==> config.mk <==
export PLATFORM = sky130hd
export DESIGN_NAME = signal_sequencer
export DESIGN_NICKNAME = d
export VERILOG_FILES = /design/src/rtl/signal_pkg.sv /design/src/rtl/tick_gen.sv /design/src/rtl/signal_sequencer.sv
export SDC_FILE = /design/constraint.sdc
export NUM_CORES = 1
export LEC_CHECK = 0
export BUFFER_PORTS_ARGS = -buffer_cell sky130_fd_sc_hd__buf_4
export CAP_MARGIN = 20
export CORE_MARGIN = 8
export CORE_UTILIZATION = 40
export CTS_CLUSTER_SIZE = 14
export DETAILED_ROUTE_END_ITERATION = 8
export GPL_TIMING_DRIVEN = 0
export PLACE_DENSITY_LB_ADDON = 0.08
export SLEW_MARGIN = 40
export SYNTH_ARGS = -nofsm -noshare
export SYNTH_HDL_FRONTEND = slang
export SYNTH_SLANG_ARGS = --single-unit
==> constraint.sdc <==
create_clock -name clk -period 2.46 [get_ports clk]
set_input_delay 0.615 -clock clk [delete_from_list [all_inputs] [get_ports clk]]
set_output_delay 0.615 -clock clk [all_outputs]
set_load 0.02 [all_outputs]
==> src/rtl/signal_pkg.sv <==
// Shared definitions for the traffic signal sequencer.
//   state_e   : FSM state codes (also exported on state_o for debug)
//   Lamp*     : one-hot lamp encodings {R,Y,G}
//   max_u     : elaboration-time helper used to size the tick counter
package signal_pkg;

  typedef enum logic [2:0] {
    StAllRedM = 3'd0,
    StMainG   = 3'd1,
    StMainY   = 3'd2,
    StAllRedS = 3'd3,
    StSideG   = 3'd4,
    StSideY   = 3'd5
  } state_e;

  localparam logic [2:0] LampRed = 3'b100;
  localparam logic [2:0] LampYel = 3'b010;
  localparam logic [2:0] LampGrn = 3'b001;

  function automatic int unsigned max_u(input int unsigned a, input int unsigned b);
    return (a > b) ? a : b;
  endfunction

endpackage

==> src/rtl/tick_gen.sv <==
// Free-running prescaler producing a one-cycle tick every CLK_PER_TICK clocks.
//   clk  : system clock
//   rst  : asynchronous active-high reset
//   tick : high for one cycle; first pulse lands CLK_PER_TICK edges after reset release
module tick_gen #(
  parameter int unsigned CLK_PER_TICK = 50000000
) (
  input  logic clk,
  input  logic rst,
  output logic tick
);

  localparam int unsigned CntW = (CLK_PER_TICK > 1) ? $clog2(CLK_PER_TICK) : 1;
  localparam logic [CntW-1:0] CntLast = CntW'(CLK_PER_TICK - 1);

  logic [CntW-1:0] cnt_q, cnt_d;

  always_comb begin
    cnt_d = (cnt_q == CntLast) ? '0 : cnt_q + 1'b1;
  end

  always_ff @(posedge clk or posedge rst) begin
    if (rst) begin
      cnt_q <= '0;
    end else begin
      cnt_q <= cnt_d;
    end
  end

  // Combinational decode so the FSM acts on the edge that completes the period.
  assign tick = (cnt_q == CntLast);

endmodule

==> src/rtl/signal_sequencer.sv <==
// Two-street traffic signal sequencer with side-street sensor and pedestrian walk.
//   clk      : system clock
//   rst      : asynchronous active-high reset
//   s        : side-street vehicle sensor (asynchronous)
//   walk_req : pedestrian button (asynchronous, level or pulse)
//   main_lt  : main-street lamps {R,Y,G}, registered one-hot
//   side_lt  : side-street lamps {R,Y,G}, registered one-hot
//   walk     : pedestrian walk lamp, registered
//   state_o  : current FSM state code
module signal_sequencer
  import signal_pkg::*;
#(
  parameter int unsigned CLK_PER_TICK = 50000000,
  parameter int unsigned T_MAIN_MIN   = 10,
  parameter int unsigned T_SIDE       = 6,
  parameter int unsigned T_YEL        = 3,
  parameter int unsigned T_ALLRED     = 1,
  parameter int unsigned T_WALK       = 4
) (
  input  logic       clk,
  input  logic       rst,
  input  logic       s,
  input  logic       walk_req,
  output logic [2:0] main_lt,
  output logic [2:0] side_lt,
  output logic       walk,
  output logic [2:0] state_o
);

  localparam int unsigned TMax =
      max_u(max_u(max_u(T_MAIN_MIN, T_SIDE), max_u(T_YEL, T_ALLRED)), T_WALK);
  localparam int unsigned TcntW = (TMax > 1) ? $clog2(TMax + 1) : 1;

  localparam logic [TcntW-1:0] MainMinLast = TcntW'(T_MAIN_MIN - 1);
  localparam logic [TcntW-1:0] SideLast    = TcntW'(T_SIDE - 1);
  localparam logic [TcntW-1:0] YelLast     = TcntW'(T_YEL - 1);
  localparam logic [TcntW-1:0] AllRedLast  = TcntW'(T_ALLRED - 1);
  localparam logic [TcntW-1:0] WalkTicks   = TcntW'(T_WALK);

  logic tick;

  tick_gen #(
    .CLK_PER_TICK(CLK_PER_TICK)
  ) u_tick_gen (
    .clk (clk),
    .rst (rst),
    .tick(tick)
  );

  // Input synchronizers.
  logic s_meta_q, s_sync_q, walk_meta_q, walk_sync_q;

  always_ff @(posedge clk or posedge rst) begin
    if (rst) begin
      s_meta_q    <= 1'b0;
      s_sync_q    <= 1'b0;
      walk_meta_q <= 1'b0;
      walk_sync_q <= 1'b0;
    end else begin
      s_meta_q    <= s;
      s_sync_q    <= s_meta_q;
      walk_meta_q <= walk_req;
      walk_sync_q <= walk_meta_q;
    end
  end

  state_e           state_q, state_d;
  logic [TcntW-1:0] tcnt_q, tcnt_d;
  logic             req_side_q, req_side_d;
  logic             req_walk_q, req_walk_d;
  logic             walk_cap_q, walk_cap_d;
  logic [2:0]       main_d, side_d;
  logic             walk_d;
  logic             enter_side;

  // State register and registered Moore outputs.
  always_ff @(posedge clk or posedge rst) begin
    if (rst) begin
      state_q    <= StAllRedM;
      tcnt_q     <= '0;
      req_side_q <= 1'b0;
      req_walk_q <= 1'b0;
      walk_cap_q <= 1'b0;
      main_lt    <= LampRed;
      side_lt    <= LampRed;
      walk       <= 1'b0;
    end else begin
      state_q    <= state_d;
      tcnt_q     <= tcnt_d;
      req_side_q <= req_side_d;
      req_walk_q <= req_walk_d;
      walk_cap_q <= walk_cap_d;
      main_lt    <= main_d;
      side_lt    <= side_d;
      walk       <= walk_d;
    end
  end

  // Next-state logic.
  always_comb begin
    state_d = state_q;
    case (state_q)
      StAllRedM: if (tick && tcnt_q == AllRedLast) state_d = StMainG;
      StMainG: begin
        if (tick && tcnt_q >= MainMinLast && (req_side_q || req_walk_q)) state_d = StMainY;
      end
      StMainY:   if (tick && tcnt_q == YelLast)    state_d = StAllRedS;
      StAllRedS: if (tick && tcnt_q == AllRedLast) state_d = StSideG;
      StSideG:   if (tick && tcnt_q == SideLast)   state_d = StSideY;
      StSideY:   if (tick && tcnt_q == YelLast)    state_d = StAllRedM;
      default:   state_d = StAllRedM;
    endcase
  end

  // Tick counter and request latches.
  always_comb begin
    enter_side = (state_d == StSideG) && (state_q != StSideG);

    tcnt_d = tcnt_q;
    if (state_d != state_q) begin
      tcnt_d = '0;
    end else if (tick) begin
      // MAIN_G parks at its minimum so the exit fires on the first tick with a request.
      if (!(state_q == StMainG && tcnt_q >= MainMinLast)) tcnt_d = tcnt_q + 1'b1;
    end

    // Clear on SIDE_G entry takes priority over a coincident set.
    req_side_d = req_side_q;
    req_walk_d = req_walk_q;
    if (enter_side) begin
      req_side_d = 1'b0;
      req_walk_d = 1'b0;
    end else if (state_q != StSideG) begin
      if (s_sync_q)    req_side_d = 1'b1;
      if (walk_sync_q) req_walk_d = 1'b1;
    end

    walk_cap_d = enter_side ? req_walk_q : walk_cap_q;
  end

  // Output decode from the next state so lamps change on the same edge as state.
  always_comb begin
    main_d = LampRed;
    side_d = LampRed;
    walk_d = 1'b0;
    case (state_d)
      StMainG: main_d = LampGrn;
      StMainY: main_d = LampYel;
      StSideG: begin
        side_d = LampGrn;
        walk_d = walk_cap_d && (tcnt_d < WalkTicks);
      end
      StSideY: side_d = LampYel;
      default: ;
    endcase
  end

  assign state_o = state_q;

endmodule

==> results of run 1 <==
-- power by group through the flow --
stage	clock network, mW	logic, mW	registers [mW]
after floorplan	0	0.0113	0.791
after global placement	0	0.0200	0.792
after detailed placement	0	0.0246	0.791
after CTS	0.693	0.0245	0.776
after global routing	0.717	0.0273	0.777
final	0.676	0.0228	0.776
-- kinds of logic after synthesis --
| family | count (synthesis) | share of synthesized area |
|---|---|---|
| compound gates | 24 | 0.07091 |
| mux | 5 | 0.02328 |
| simple gates | 100 | 0.2667 |
| buf+inv | 12 | 0.02381 |
| flops | 47 | 0.4984 |
| xor+xnor | 23 | 0.08518 |
| fa+ha+maj | 6 | 0.03175 |
-- layout by cell type, fill, tap and decap left out, types with 2 or more instances in the layout --
master,n
clkbuf_8,5
ha_1,6
nand2_1,14
mux2i_1,4
inv_1,8
nand4_1,6
xnor2_1,17
xor2_1,6
dfstp_2,2
and3_2,2
o21ai_0,6
buf_4,14
nor4_2,3
bufinv_16,2
o21a_1,2
dfrtp_1,45
nor4_1,5
nand3_1,12
nand2b_1,5
a21oi_1,4
a22o_1,2
and4_1,2
nor3_1,5
nor2_1,27
-- layer usage --
metal  share of wire  wire length [um]  up-vias  GRT usage
met2            0.48              2272       11     0.2000
met3           0.027               126        6    0.03074
met5               0                 0        -          0
met1            0.48              2252      746     0.1465
met4           0.014                65        0    0.04027
li1                -                 -      805          -
-- layout make-up --
class,instances,area (um2),area share
buffer,3,22.52,0.008295
clock buffer,5,68.82,0.02535
clock inverter,3,67.56,0.02488
inverter,9,36.28,0.01336
multi-input combinational,158,1130,0.4161
sequential,47,1179,0.4341
tap,75,93.84,0.03456
timing repair buffer,14,117.6,0.04332
-- registers in the layout, indices dropped and copies added, names as in the netlist --
name / flops
u_tick_gen.cnt_q: 26
tcnt_q: 4
main_lt: 3
side_lt: 3
state_o: 3
req_side_q: 1
req_walk_q: 1
s_meta_q: 1
s_sync_q: 1
walk: 1
walk_cap_q: 1
walk_meta_q: 1
walk_sync_q: 1
-- path summary, 6_finish.rpt --
| kind | from | end | cells past startpoint |
|---|---|---|---|
| max reg2reg | tcnt_q[1]$_DFFE_PP0P_ | walk$_DFF_PP0_ | 8 |
| min in group clk | s_meta_q$_DFF_PP0_ | s_sync_q$_DFF_PP0_ | 0 |
| min | rst | s_meta_q$_DFF_PP0_ | 2 |
| max in group asynchronous | rst | main_lt[2]$_DFF_PP1_ | 3 |
| min reg2reg | s_meta_q$_DFF_PP0_ | s_sync_q$_DFF_PP0_ | 0 |
| max | tcnt_q[1]$_DFFE_PP0P_ | walk$_DFF_PP0_ | 8 |
==> results.md, run 1 <==
- Status: complete, no violations
- Min Tclk post-route: roughly 2.3 ns
- Ant diodes: 0
- Clock root cell: clkbuf_8
- Clk sinks: 47
- Crit path DAT: roughly 2.5 ns
- Post-cts resize count: 0
- Design Power: roughly 1.5 mW
- F_max: roughly 440 MHz
- CP max stage delay: 0.46 ns
- Top-area cell type share of the netlist area: 0.4762
- I/O Buffers: 13
- YS warnings: 0
- Largest net degree at the start of global routing: 31
- Post-synth ARST share: 1.000
- Syn nets: about 230
- Clock latency on the worst-skew pair: approximately 0.30 ns
- Starting DRT DRC Count: 92
- Synthesized instance count: roughly 220
- Chip height: around 93 um
- GRT Residual Overflow: 0
- Vias in the first global route: roughly 1700
- # fillers: 570
- CP Class: reg2reg
- Setup TNS Final: 0 ns
- Crit path max-delay family: compound AO/OA/AOI/OAI gates
- GRT Util Overall: 0.1199
- R2R setup slack: between 0.15 and 0.2 ns
- Wire per inst: 15.02 um
- Hold Worst Slack: around 0.23 ns
- HPWL Detailed: ~3400 um
- Slowest-stage cell, CP: dfrtp_1
- Seq/Total Area, Yosys: 0.4984
- Initial Util: 0.4066
- Final instance area: 2715 um2
- Worst slew pin tran: roughly 0.48 ns
- Final non-filler cell total: 314
- Hold buffers post-CTS: 0
- Placed insts: around 310
- First-pass GRT wire length: around 8300 um
- I/O pins: 14
- Tightest Hold Check Type: in2async
- Worst slew margin: 0.6822
- Cell taking the most area after synthesis: dfrtp_1
- Core area: 5816 um2
- First-pass iteration count of the detailed router: 4
- Layout area overhead: 14.81%
- Final WL: about 4700 um
- Top-count cell post-synth: dfrtp_1
- Cell variety after synth: 54
- Via count: about 1600
- Syn avg cell area: about 11 um2
- Buf/Inv on CP: 1
- Max_cap viols: 0
- Synth top cells by count: dfrtp_1, nor2_1, xnor2_1, nand2_1, nand3_1
- Post-CTS setup buffers: 0
- # DRC: 0
- Share of post-route cells with drive strength above 1: 0.1967
- Crit path max fanout: 6
- Crit end category: flop
- Die span in x: 92.89 um
- PD cells: about 540 nW/um2
- Static Leakage: roughly 1.2 nW
- Worst EP required: 2.65 ns
- P_int: roughly 1.2 mW
- FF+latch count, synth: 47
- Placed Area: 2579 um2
- Clk pwr share: 0.458
- Sw frac: 0.1953
- Worst setup margin: between 0.15 and 0.2 ns
- Most used DFF post-synth: dfrtp_1
- Finished Core Util: 0.4669
- Tcrit/Tclk final: 0.9275
- CTS max path bufs: 2
- RSZ-0062 raised after global routing: no
- Peak supply drop: around 0.25 mV
- Number of nets with antenna violations after routing: 0
- EDFF count, synth: 0
- Cell Area, Synth: 2365 um2
- Clock Pin Slew Worst Setup and Hold Paths: ~0.090 ns
- CTS tree: built
- Die area: 8629 um2
- Final setup fails: 0
- Pins Over Slew Limit: 0
- Clock skew: 0.004270 ns
- Share of power burned in registers: 0.526
- Logic pwr share: 0.015
- Psw: around 0.29 mW
- H-tree depth: 2
- Fin nets: approximately 250
- Dominant cells by area after synthesis: dfrtp_1, xnor2_1, nor2_1
- DP Worst Slack: slightly above 0.2 ns
- DR vias/cell: between 4 and 5
- Antenna violations before repair: 0
- CP Launch Type: flop
- Fin. Hold Viols: 0
- Crit-path cells: inv_1 -> ha_1 -> nor3b_2 -> nor4_1 -> a21o_1 -> a21o_2 -> a22o_1 -> o311a_1
- Site row count: 28
- Gpl congestion: 0.7608
- CTS buffer count: 5
No activity file was read; power rests on OpenSTA's default activity.
==> inputs of run 2 (changes only) <==
--- a/config.mk
+++ b/config.mk
@@ -10,4 +10,5 @@
 export CORE_MARGIN = 8
 export CORE_UTILIZATION = 40
+export CTS_CLUSTER_DIAMETER = 200
 export CTS_CLUSTER_SIZE = 14
 export DETAILED_ROUTE_END_ITERATION = 8
==> constraint.sdc (replaced) <==
create_clock -name clk -period 2.46 [get_ports clk]
set_input_delay 0.246 -clock clk [delete_from_list [all_inputs] [get_ports clk]]
set_output_delay 0.246 -clock clk [all_outputs]
set_load 0.005 [all_outputs]
==> run 2 against run 1 <==
Sequential share of layout area down 0.16 points. Final area rose by 0.37%. Via count is 0.26% higher. Clock power hardly changed. Wire length is 0.28% higher. Global-route usage up 0.051 points. Critical endpoint unchanged. Cell count up 0.32%. Hold slack lost 0.19 ns. Largest cell class unchanged. Register-to-register slack about the same.
==> results.md, run 2 (same netlist as run 1, synthesis figures left out) <==
- Logic pwr share: 0.016 (was 0.015)
- Fin nets: 249 (was 248)
- Fin. Hold Viols: 0 (unchanged)
- HPWL Detailed: 3428 um (unchanged)
- Critical Path Source: tcnt_q[1]$_DFFE_PP0P_ (unchanged)
- Gpl congestion: 0.7608 (unchanged)
- Min Tclk post-route: 2.282 ns (unchanged)
- FF-to-FF Start: tcnt_q[1]$_DFFE_PP0P_ (unchanged)
- Worst slew margin: 0.6822 (unchanged)
- Clock Pin Slew Worst Setup and Hold Paths: 0.09 ns (about the same)
- DP Worst Slack: 0.2050 ns (unchanged)
- Layout area overhead: 15.24% (was 14.81%)
- Share of power burned in registers: 0.526 (about the same)
- F_max: 438.3 MHz (unchanged)
- First-pass iteration count of the detailed router: 4 (unchanged)
- Largest register by flop count: u_tick_gen.cnt_q (unchanged)
- Antenna violations before repair: 0 (unchanged)
- Worst slew pin tran: 0.4762 ns (unchanged)
- Post-cts resize count: 0 (unchanged)
- Vias in the first global route: 1682 (was 1674)
- Sw frac: 0.1954 (was 0.1953)
- Clock root cell: clkbuf_8 (unchanged)
- Clock latency on the worst-skew pair: 0.30 ns (about the same)
- Crit path DAT: 2.47 ns (about the same)
- CTS max path bufs: 2 (unchanged)
- Crit end category: flop (unchanged)
- GRT Residual Overflow: 0 (unchanged)
- Worst EP required: 2.65 ns (about the same)
- Most frequent cells in the layout: dfrtp_1, nor2_1, xnor2_1 (unchanged)
- Max reg flops: 26 (unchanged)
- I/O Buffers: 13 (unchanged)
- GRT Util Overall: 0.1204 (was 0.1199)
- CP Capture Point: walk$_DFF_PP0_ (unchanged)
- Crit path max fanout: 6 (unchanged)
- Site row count: 28 (unchanged)
- DR vias/cell: 4.990 (was 4.994)
- Share of post-route cells with drive strength above 1: 0.1958 (was 0.1967)
- Biggest regs: u_tick_gen.cnt_q: 26 flops, tcnt_q: 4 flops (unchanged)
- Placed insts: 306 (unchanged)
- P_int: 1.188 mW (was 1.187 mW)
- R2R setup slack: 0.18 ns (about the same)
- PD cells: 541.9 nW/um2 (was 543.4 nW/um2)
- Commonest non-fill, non-tap cell in the layout: dfrtp_1 (unchanged)
- RSZ-0062 raised after global routing: no (unchanged)
- CP Class: reg2reg (unchanged)
- Peak supply drop: 0.2547 mV (was 0.2546 mV)
- Largest net degree at the start of global routing: 31 (unchanged)
- Clk pwr share: 0.458 (about the same)
- Starting DRT DRC Count: 96 (was 92)
- Status: complete, no violations (unchanged)
- Tightest Hold Check Type: in2reg (was in2async)
- Psw: 0.2886 mW (was 0.2881 mW)
- Reg2reg path depth: 8 (unchanged)
- Static Leakage: 1.164 nW (was 1.160 nW)
- First-pass GRT wire length: 8342 um (was 8300 um)
- Hold Worst Slack: 0.04196 ns (was 0.2343 ns)
- Pins Over Slew Limit: 0 (unchanged)
- H-tree depth: 2 (unchanged)
- Final WL: 4729 um (was 4716 um)
- CTS tree: built (unchanged)
- Wire per inst: 15.01 um (was 15.02 um)
- Core area: 5816 um2 (unchanged)
- Tcrit/Tclk final: 0.9275 (unchanged)
- Worst setup margin: 0.1784 ns (unchanged)
- CTS buffer count: 5 (unchanged)
- Finished Core Util: 0.4686 (was 0.4669)
- I/O pins: 14 (unchanged)
- Via count: 1572 (was 1568)
- Chip height: 92.89 um (unchanged)
- Number of nets with antenna violations after routing: 0 (unchanged)
- FF-to-FF End: walk$_DFF_PP0_ (unchanged)
- Clk sinks: 47 (unchanged)
- Initial Util: 0.4066 (unchanged)
- Die span in x: 92.89 um (unchanged)
- Final setup fails: 0 (unchanged)
- # DRC: 0 (unchanged)
- CP Launch Type: flop (unchanged)
- Max_cap viols: 0 (unchanged)
- Final non-filler cell total: 315 (was 314)
- Clock skew: 0.004102 ns (was 0.004270 ns)
- Ant diodes: 0 (unchanged)
- Setup TNS Final: 0 ns (unchanged)
- Post-CTS setup buffers: 0 (unchanged)
- Die area: 8629 um2 (unchanged)
-- run 2: cell count changes in the layout (fill, tap and decap cells not counted) --
| cell | before | now |
|---|---|---|
| dlygate4sd3_1 | 0 | 1 |
-- run 2: worst max-delay path, cell delays in order, from the launching register on --
cell	delay, ns
dfrtp_1	0.46
inv_1	0.11
ha_1	0.23
nor3b_2	0.25
nor4_1	0.11
a21o_1	0.19
a21o_2	0.20
a22o_1	0.27
o311a_1	0.37
-- run 2: metrics by stage --
stage | total power [mW] | area, um2
floorplan | 0.8025 | 2365
global placement | 0.8115 | 2556
detailed placement | 0.8160 | 2579
CTS | 1.495 | 2725
global route | 1.522 | 2725
finish | 1.477 | 2725
-- run 2: worst min path at each step --
stage / depth (start not counted) / end / slack, ns / from
CTS: 1 / s_meta_q$_DFF_PP0_ / 0.03 / s
global route: 1 / s_meta_q$_DFF_PP0_ / 0.03 / s
floorplan: 0 / s_meta_q$_DFF_PP0_ / 0.28 / s
global placement: 0 / walk_sync_q$_DFF_PP0_ / 0.33 / walk_meta_q$_DFF_PP0_
finish: 1 / walk_meta_q$_DFF_PP0_ / 0.04 / walk_req
detailed placement: 2 / s_meta_q$_DFF_PP0_ / 0.20 / rst
-- run 2: cell type report --
class / instances / area, um2
well taps: 75 / 93.84
fillers: 569 / 3090
multi-input cells: 158 / 1130
repair buffers: 15 / 127.6
flip-flops and latches: 47 / 1179
inverters: 9 / 36.28
clock inverters: 3 / 67.56
plain buffers: 3 / 22.52
clock buffers: 5 / 68.82
-- run 2: timing repair --
item | in CTS | in global routing
endpoints found under the hold margin | 16 | 0
setup endpoints to repair | 0 | 0
hold buffers | 1 | 0
-- run 2: metal layers --
metal  global-route usage  up-vias  wire length [um]
met5                    0        -                 0
met4              0.04027        0                65
met3              0.03074        6               126
met2               0.2012       11              2281
met1               0.1470      748              2256
li1                     -      807                 -
-- run 2: power groups by stage --
stage          sequential (mW)  combinational (mW)  clock [mW]
5_1_grt                  0.777              0.0287       0.717
4_1_cts                  0.776              0.0258       0.693
3_3_place_gp             0.792              0.0200           0
3_5_place_dp             0.791              0.0246           0
6_report                 0.776              0.0241       0.677
2_1_floorplan            0.791              0.0113           0
==> inputs of run 3 (changes only) <==
Settings changed: PLACE_DENSITY_LB_ADDON 0.08 to unset.
==> run 3 against run 2 <==
Total power shrank 5.5%. Fmax grew 0.14%. Final area shrank 0.73%. Largest cell class unchanged. Largest power group unchanged.
==> results.md, run 3 (same netlist as run 1, synthesis figures left out) <==
- RSZ-0062 raised after global routing: no (unchanged)
- Static Leakage: 1.159 nW (was 1.164 nW)
- Largest net degree at the start of global routing: 33 (was 31)
- Crit path max fanout: 6 (unchanged)
- Min Tclk post-route: 2.278 ns (was 2.282 ns)
- Antenna violations before repair: 0 (unchanged)
- First-pass iteration count of the detailed router: 4 (unchanged)
- Chip height: 92.89 um (unchanged)
- CTS buffer count: 5 (unchanged)
- Buf/Inv on CP: 1 (unchanged)
- Clk sinks: 47 (unchanged)
- Via count: 1662 (was 1572)
- Die span in x: 92.89 um (unchanged)
- Clock skew: 0.01206 ns (was 0.004102 ns)
- GRT Util Overall: 0.1136 (was 0.1204)
- I/O pins: 14 (unchanged)
- HPWL Detailed: 3250 um (was 3428 um)
- Initial Util: 0.4066 (unchanged)
- Vias in the first global route: 1695 (was 1682)
- Core area: 5816 um2 (unchanged)
- Commonest non-fill, non-tap cell in the layout: dfrtp_1 (unchanged)
- Worst slew pin tran: 0.4621 ns (was 0.4762 ns)
- Slowest-stage cell, CP: dfrtp_1 (unchanged)
- Biggest regs: u_tick_gen.cnt_q: 26 flops, tcnt_q: 4 flops (unchanged)
- CTS max path bufs: 2 (unchanged)
- Number of nets with antenna violations after routing: 0 (unchanged)
- Setup TNS Final: 0 ns (unchanged)
- Fin. Hold Viols: 0 (unchanged)
- Clock latency on the worst-skew pair: 0.31 ns (was 0.30 ns)
- CP Launch Type: flop (unchanged)
- R2R setup slack: 0.18 ns (about the same)
- Clock Pin Slew Worst Setup and Hold Paths: 0.10 ns (was 0.09 ns)
- DR vias/cell: 5.276 (was 4.990)
- Final setup fails: 0 (unchanged)
- Ant diodes: 0 (unchanged)
- Die area: 8629 um2 (unchanged)
- Crit path max-delay family: compound AO/OA/AOI/OAI gates (unchanged)
- PD cells: 516.1 nW/um2 (was 541.9 nW/um2)
- Wire per inst: 14.56 um (was 15.01 um)
- # DRC: 0 (unchanged)
- GRT Residual Overflow: 0 (unchanged)
- CTS tree: built (unchanged)
- Max_cap viols: 0 (unchanged)
- F_max: 438.9 MHz (was 438.3 MHz)
- Peak supply drop: 0.3353 mV (was 0.2547 mV)
- Layout area overhead: 14.39% (was 15.24%)
- Clock root cell: clkbuf_8 (unchanged)
- CP max stage delay: 0.46 ns (about the same)
- I/O Buffers: 13 (unchanged)
- Site row count: 28 (unchanged)
- Crit end category: flop (unchanged)
- CP Class: reg2reg (unchanged)
- First-pass GRT wire length: 7962 um (was 8342 um)
- Crit path DAT: 2.48 ns (was 2.47 ns)
- Tightest Hold Check Type: in2reg (unchanged)
- H-tree depth: 2 (unchanged)
- Crit-path cells: inv_1 -> ha_1 -> nor3b_2 -> nor4_1 -> a21o_1 -> a21o_2 -> a22o_1 -> o311a_1 (unchanged)
- Crit path depth: 8 (unchanged)
- Share of post-route cells with drive strength above 1: 0.1958 (unchanged)
- Starting DRT DRC Count: 24 (was 96)
- Worst EP required: 2.66 ns (was 2.65 ns)
- Tcrit/Tclk final: 0.9262 (was 0.9275)
- Largest register by flop count: u_tick_gen.cnt_q (unchanged)
- Gpl congestion: 0.7973 (was 0.7608)
- Worst slew margin: 0.6916 (was 0.6822)
- Status: complete, no violations (unchanged)
- Post-cts resize count: 0 (unchanged)
- Most frequent cells in the layout: dfrtp_1, nor2_1, xnor2_1 (unchanged)
- Final WL: 4585 um (was 4729 um)
- Hold path cells: 1 (unchanged)
- Fin nets: 249 (unchanged)
- DP Worst Slack: 0.2150 ns (was 0.2050 ns)
- Pins Over Slew Limit: 0 (unchanged)
- Max reg flops: 26 (unchanged)
- Worst setup margin: 0.1815 ns (was 0.1784 ns)
- Reg2reg path depth: 8 (unchanged)
- Hold Worst Slack: 0.03525 ns (was 0.04196 ns)
[run 3: cell count changes in the layout (fill, tap and decap cells not counted)]
cell / before / now
clkinvlp_4: 1 / 0
inv_6: 0 / 1
bufinv_16: 2 / 1
clkinv_4: 0 / 1
[run 3: what timing repair did]
item | CTS | global route
hold endpoints to repair | 13 | 0
hold buffers | 1 | 0
buffers inserted | 0 | 0
[run 3: per-stage QoR]
stage | total power, mW | std cells | util | cell area [um2]
after CTS | 1.415 | 315 | 0.4651 | 2705
after detailed placement | 0.8162 | 306 | 0.4434 | 2579
after global routing | 1.448 | 315 | 0.4651 | 2705
after floorplan | 0.8025 | 217 | - | 2365
after global placement | 0.8107 | 305 | 0.4395 | 2556
final | 1.396 | 315 | 0.4651 | 2705
[run 3: path summary, 6_finish.rpt]
path                                       start                              to
max                        tcnt_q[1]$_DFFE_PP0P_                  walk$_DFF_PP0_
min                                     walk_req           walk_meta_q$_DFF_PP0_
max reg2reg                tcnt_q[1]$_DFFE_PP0P_                  walk$_DFF_PP0_
min in group asynchronous                    rst            main_lt[0]$_DFF_PP0_
max in group asynchronous                    rst  u_tick_gen.cnt_q[24]$_DFF_PP0_
min reg2reg                walk_meta_q$_DFF_PP0_           walk_sync_q$_DFF_PP0_
[run 3: cell type report]
cell class,instances,area [um2]
clock inverters,3,47.55
inverters,9,36.28
well taps,75,93.84
fillers,582,3110
plain buffers,3,22.52
repair buffers,15,127.6
clock buffers,5,68.82
multi-input cells,158,1130
flip-flops and latches,47,1179
[run 3: report_power, final]
part / total, mW / leakage [nW] / internal [mW] / switching, mW
Combinational: 0.0243 / 0.484 / 0.00767 / 0.0166
Sequential: 0.776 / 0.616 / 0.775 / 0.000733
Clock: 0.596 / 0.0587 / 0.308 / 0.287
[run 3: metal layers]
layer  vias up  global-route usage  share of wire
li1        812                   -              -
met1       821              0.1379           0.48
met2        24              0.1911           0.48
met3         5             0.02994          0.038
met4         0             0.03624         0.0089
met5         -                   0              0
